--- src/rtl/e15_core_p.sv ---
// e15_core_p: parametrised teaching core with loadable program memory,
// two-state fetch/execute sequencer, zero/carry flags and a saturating
// retired-instruction counter.
module e15_core_p #(
    parameter int DATA_W = 8,
    parameter int REG_AW = 2,
    parameter int PC_W   = 5,
    parameter int CNT_W  = 16,
    localparam int IW    = 4 + 2*REG_AW + DATA_W
) (
    input  logic              clk,
    input  logic              rst_n,
    input  logic              start,
    input  logic              prog_we,
    input  logic [PC_W-1:0]   prog_addr,
    input  logic [IW-1:0]     prog_wdata,
    input  logic [REG_AW-1:0] dbg_raddr,
    output logic [DATA_W-1:0] dbg_rdata,
    output logic [PC_W-1:0]   pc,
    output logic              zflag,
    output logic              cflag,
    output logic              busy,
    output logic              halted,
    output logic [CNT_W-1:0]  retired
);
    typedef enum logic [1:0] {IDLE, FETCH, EXEC, HALT} state_t;

    localparam logic [3:0] OP_JMP  = 4'b0000;
    localparam logic [3:0] OP_HALT = 4'b0001;
    localparam logic [3:0] OP_JZ   = 4'b0010;
    localparam logic [3:0] OP_JNZ  = 4'b0011;
    localparam logic [3:0] OP_JC   = 4'b0100;

    state_t state, stateNext;

    logic [IW-1:0]     progMem [2**PC_W];
    logic [DATA_W-1:0] regs [2**REG_AW];
    logic [IW-1:0]     ir;

    logic [3:0]        op;
    logic [REG_AW-1:0] src, dst;
    logic [DATA_W-1:0] imm, operand, wrData;
    logic [DATA_W:0]   addend, sum;
    logic [PC_W-1:0]   immPc, pcNext;
    logic              idleOrHalt, isSub, isArith, isWrite, isMove, taken;

    assign op  = ir[IW-1 -: 4];
    assign src = ir[IW-5 -: REG_AW];
    assign dst = ir[IW-5-REG_AW -: REG_AW];
    assign imm = ir[DATA_W-1:0];

    // Jump offset is the immediate truncated or zero-extended to pc width.
    if (DATA_W >= PC_W) begin : gImmTrunc
        assign immPc = imm[PC_W-1:0];
    end else begin : gImmExt
        assign immPc = {{(PC_W-DATA_W){1'b0}}, imm};
    end

    assign idleOrHalt = (state == IDLE) || (state == HALT);
    assign busy       = (state == FETCH) || (state == EXEC);
    assign halted     = (state == HALT);
    assign dbg_rdata  = regs[dbg_raddr];

    // Decode, ALU and next-pc for the instruction held in ir.
    always_comb begin
        operand = op[0] ? imm : regs[src];
        isSub   = (op[3:2] == 2'b11);                  // sub/subi/cmp/cmpi
        isArith = op[3] && (op[2] || op[1]);           // add..cmpi update flags
        isMove  = (op[3:1] == 3'b100);                 // mov/movi
        isWrite = op[3] && !(op[2] && op[1]);          // mov..subi write dst
        addend  = isSub ? {1'b0, ~operand} : {1'b0, operand};
        sum     = {1'b0, regs[dst]} + addend + {{DATA_W{1'b0}}, isSub};
        wrData  = isMove ? operand : sum[DATA_W-1:0];
        taken   = (op == OP_JMP) || (op == OP_JZ && zflag) ||
                  (op == OP_JNZ && !zflag) || (op == OP_JC && cflag);
        if (taken)
            pcNext = pc + immPc;
        else if (op == OP_HALT)
            pcNext = pc;
        else
            pcNext = pc + PC_W'(1);
    end

    // Sequencer state register.
    always_ff @(posedge clk or negedge rst_n) begin
        if (!rst_n)
            state <= IDLE;
        else
            state <= stateNext;
    end

    // Sequencer next state; start is only honoured when not busy.
    always_comb begin
        stateNext = state;
        case (state)
            IDLE, HALT: if (start) stateNext = FETCH;
            FETCH:      stateNext = EXEC;
            EXEC:       stateNext = (op == OP_HALT) ? HALT : FETCH;
            default:    stateNext = IDLE;
        endcase
    end

    // Program memory is not reset so a loaded program survives rst_n.
    always_ff @(posedge clk) begin
        if (prog_we && idleOrHalt)
            progMem[prog_addr] <= prog_wdata;
    end

    // Architectural state: pc, flags, registers, ir and retired counter.
    always_ff @(posedge clk or negedge rst_n) begin
        if (!rst_n) begin
            pc      <= '0;
            zflag   <= 1'b0;
            cflag   <= 1'b0;
            retired <= '0;
            ir      <= '0;
            for (int i = 0; i < 2**REG_AW; i++) regs[i] <= '0;
        end else begin
            case (state)
                IDLE, HALT: begin
                    if (start) begin
                        pc      <= '0;
                        zflag   <= 1'b0;
                        cflag   <= 1'b0;
                        retired <= '0;
                    end
                end
                FETCH: ir <= progMem[pc];
                EXEC: begin
                    pc <= pcNext;
                    if (retired != '1) retired <= retired + CNT_W'(1);
                    if (isWrite) regs[dst] <= wrData;
                    if (isArith) begin
                        zflag <= (sum[DATA_W-1:0] == '0);
                        cflag <= sum[DATA_W];
                    end
                end
                default: ;
            endcase
        end
    end
endmodule

--- config.mk ---
export PLATFORM = sky130hd
export DESIGN_NAME = e15_core_p
export DESIGN_NICKNAME = d
export VERILOG_FILES = /design/src/rtl/e15_core_p.sv
export SDC_FILE = /design/constraint.sdc
export NUM_CORES = 1
export LEC_CHECK = 0
export CAP_MARGIN = 30
export CELL_PAD_IN_SITES_DETAIL_PLACEMENT = 0
export CELL_PAD_IN_SITES_GLOBAL_PLACEMENT = 1
export CORE_MARGIN = 4
export CORE_UTILIZATION = 54
export DETAILED_ROUTE_END_ITERATION = 12
export PLACE_DENSITY = 0.8
export SYNTH_ARGS = -nofsm -noshare
export SYNTH_HDL_FRONTEND = slang
export SYNTH_SLANG_ARGS = --single-unit
--- constraint.sdc ---
create_clock -name clk -period 4 [get_ports clk]
set_input_delay 1 -clock clk [delete_from_list [all_inputs] [get_ports clk]]
set_output_delay 1 -clock clk [all_outputs]
set_load 0.005 [all_outputs]
==> summary.md <==
| Metric | Value |
|---|---|
| Status | completed |
| Post-synthesis compound-gate area fraction | under 10% |
| CP peak stage delay | between 0.6 and 0.7 ns |
| Crit-path cells | clkdlybuf4s50_1, buf_4, mux4_2, clkdlybuf4s50_1 |
| Die ar. | between 40000 and 50000 um2 |
| Drt pass-1 iters | 5 |
| # IOs | 60 |
| Clock transition at the registers of the reported paths | 0.06 ns |
| Power, Total | about 17 mW |
| HPWL Detailed | 32900 um |
| Via count | 12100 |
| Power per cell area | 616 nW/um2 |
| Tot GR Track Use | between 20% and 30% |
| Final nets | 1395 |
| Rel. slew slack | 30.5% |
| Worst setup path class | in2out |
| Critical path capture point type | output port |
| GRT overflow | 0 |
| CTS tree | done |
| FMAX | 263 MHz |
| Share of post-route cells with drive strength above 1 | 28.7% |
| Synth cell types | 51 |
| Avg Cell Area, Syn | 19.9 um2 |
| Synth Area in Simple Gates | 3.72% |
| Slew @ Worst Pin | ~1.0 ns |
| Ys flop type | edfxtp_1 |
| Area grow syn2layout | 16.2% |
| Ys async rst share | 12.5% |
| WL/cell | 26.9 um |
| Rows | 76 |
| Vias in the first global route | 12300 |
| MaxCap Viol Count | 0 |
| Count of final hold-check violations | 0 |
| Post-route ant nets | 0 |
| WHS | 0.256 ns |
| CTS resizes | 0 |
| CTS HTree Levels | 2 |
| Xor and xnor fraction of the mapped netlist area | 0.988% |
| Min Clock Period, post-route | around 3.8 ns |
| R2R Path End | zflag$_DFFE_PN0P_ |
| Clk root buf | clkbuf_16 |
| Post-synth EDFFs | 512 |
| Chip width | 219 um |
| Placer Congestion | around 0.83 |
| Setup bufs post-CTS | 0 |
| Slowest-stage cell, CP | clkdlybuf4s50_1 |
| Chip height | 219 um |
| Final period util | 95.2% |
| Diode count | 0 |
| Mux contribution to synthesized area | 19.2% |
| DRC | 0 |
| CTS buffer count | 57 |
| Synth Warn # | 0 |
| Fin Clk Skew | around 0.015 ns |
| Setup violations, final | 0 |
| Post-synthesis adder-cell area fraction | between 1 and 1.5% |
| R2R Setup Slk | 0.48 ns |
| RSZ-0062 raised after global routing | no |
| I/O Buffers | between 50 and 60 |
| R2R cell count | 13 |
| Bufs on Longest Clock Path | 3 |
| Post-Synthesis Cells | 1206 |
| Syn_nets | 1251 |
| Most frequent CP cell | clkdlybuf4s50_1 |
| Startpoint types | input pin |
| Util after Layout | 64.0% |
| Via density | between 6 and 7 |
| Hold_buf cts | 0 |
| Largest family of logic cells by synthesized area | multiplexers |
| Yosys reg bits | 585 |
| Initial antenna violation count | 0 |
| R2R Path Start | ir[10]$_DFFE_PN0N_ |
| Clk Latency, worst-skew pair | 0.60 ns |
| Seq/Total Area, Yosys | 71.8% |
| Area of the multi-input gates | 6470 um2 |
| First-pass GRT wire length | 79900 um |
| Mapped Area | 23900 um2 |
| Core Region | 43500 um2 |
| Arrival time at the worst endpoint | between 2 and 3 ns |
| Register area | 17200 um2 |
| Leak pwr | 9.10 nW |
| Maximum vdd ir drop | 614 uV |
| Routed wire length | approximately 53000 um |
| Max Slew Vio Count | 0 |
| Starting utilization of the core area | 55.1% |
| CP max FO | 5 |
| Filler instances | 2947 |
| Tightest Hold Check Type | in2async |
| Largest net degree at the start of global routing | 74 |
| Worst Path Required | approximately 3.0 ns |
| Num Clock Sinks | between 500 and 600 |
| Setup TNS | 0 ns |
| Initial DRC count | 1200 |
==> routing by layer <==
metal  part of all wire, %  up-vias  routed length [um]  track usage, %
met4                   2.5        0                1350            5.98
met5                     0        -                   0               0
met2                    50      428               26700            37.5
met3                   6.1       85                3250            3.84
li1                      -     5196                   -               -
met1                    41     6415               21900            32.6
==> cells in the mapped netlist, types with 4 or more instances <==
| library cell | count | area share [%] |
|---|---|---|
| xnor2_1 | 19 | 0.70 |
| dfrtp_1 | 73 | 7.6 |
| o22ai_1 | 5 | 0.13 |
| mux2_2 | 16 | 0.75 |
| and2_1 | 4 | 0.10 |
| clkbuf_1 | 26 | 0.41 |
| nand3b_1 | 4 | 0.13 |
| xor2_1 | 8 | 0.29 |
| nand2b_1 | 5 | 0.13 |
| inv_1 | 13 | 0.20 |
| o21ai_0 | 27 | 0.56 |
| or3_1 | 5 | 0.13 |
| a21o_1 | 4 | 0.13 |
| nand2_1 | 47 | 0.74 |
| mux2i_1 | 29 | 1.2 |
| a21oi_1 | 35 | 0.73 |
| edfxtp_1 | 512 | 64 |
| buf_2 | 16 | 0.33 |
| mux4_2 | 183 | 17 |
| buf_1 | 13 | 0.20 |
| nor2_1 | 86 | 1.3 |
| nand3_1 | 11 | 0.23 |
| ha_1 | 16 | 0.84 |
| nor3_1 | 5 | 0.10 |
==> worst max-delay path by stage <==
stage	startpoint	to	depth (start not counted)
2_1_floorplan	ir[8]$_DFFE_PN0N_	zflag$_DFFE_PN0P_	10
3_3_place_gp	dbg_raddr[0]	dbg_rdata[7]	4
3_5_place_dp	dbg_raddr[0]	dbg_rdata[2]	4
4_1_cts	dbg_raddr[0]	dbg_rdata[2]	4
5_1_grt	dbg_raddr[0]	dbg_rdata[2]	4
6_report	dbg_raddr[0]	dbg_rdata[6]	4
==> metrics by stage <==
| step | cells | worst slack (ns) | cell area [um2] |
|---|---|---|---|
| after floorplan | 1206 | 0.811 | 23900 |
| after global placement | 1861 | 0.221 | 25600 |
| after detailed placement | 1868 | 0.187 | 25800 |
| after CTS | 1969 | 0.185 | 27600 |
| after global routing | 1977 | 0.101 | 27800 |
| final | 1977 | 0.193 | 27800 |
==> cells in the final DEF, fill, tap and decap left out, drive strengths merged, types with 6 or more instances in the layout <==
cell and n:
buf 84, xor2 8, a21oi 35, clkinv 20, inv 16, nor2 87, o21ai 27, mux4 183
clkbuf 71, nand3 11, edfxtp 512, dfrtp 73, xnor2 19, mux2i 29, ha 16, nand2 47
bufinv 6, mux2 16, clkdlybuf4s50 58
==> flip-flops by register name, summed over array words and instances (netlist names) <==
name and count:
state 2, pc 5, zflag 1, progMem 512, ir 16, regs 32, retired 16, cflag 1
==> cells by family after synthesis <==
group                    Yosys count
XOR/XNOR                          27
buffers and inverters             73
adder cells (fa/ha/maj)           18
AO/OA/AOI/OAI                     83
AND/OR/NAND/NOR                  192
multiplexers                     228
flip-flops                       585
==> worst max-delay path: cells and delay by family <==
family / cells / cell delay (ns)
muxes: 1 / 0.51
buffers and inverters: 3 / 1.30
==> cell type report <==
| type | count | share of cell area (%) |
|---|---|---|
| tap | 585 | 2.63 |
| sequential | 585 | 61.9 |
| timing repair buffer | 143 | 5.38 |
| clock inverter | 31 | 1.16 |
| inverter | 15 | 0.202 |
| multi-input combinational | 548 | 23.3 |
| clock buffer | 70 | 5.48 |
==> where the power goes <==
part	leakage (nW)	internal, mW	switching [mW]
clock	0.902	3.09	2.23
combinational	2.66	2.03	2.41
sequential	5.54	6.94	0.436
Note: power is estimated with default switching activity, not from simulation.
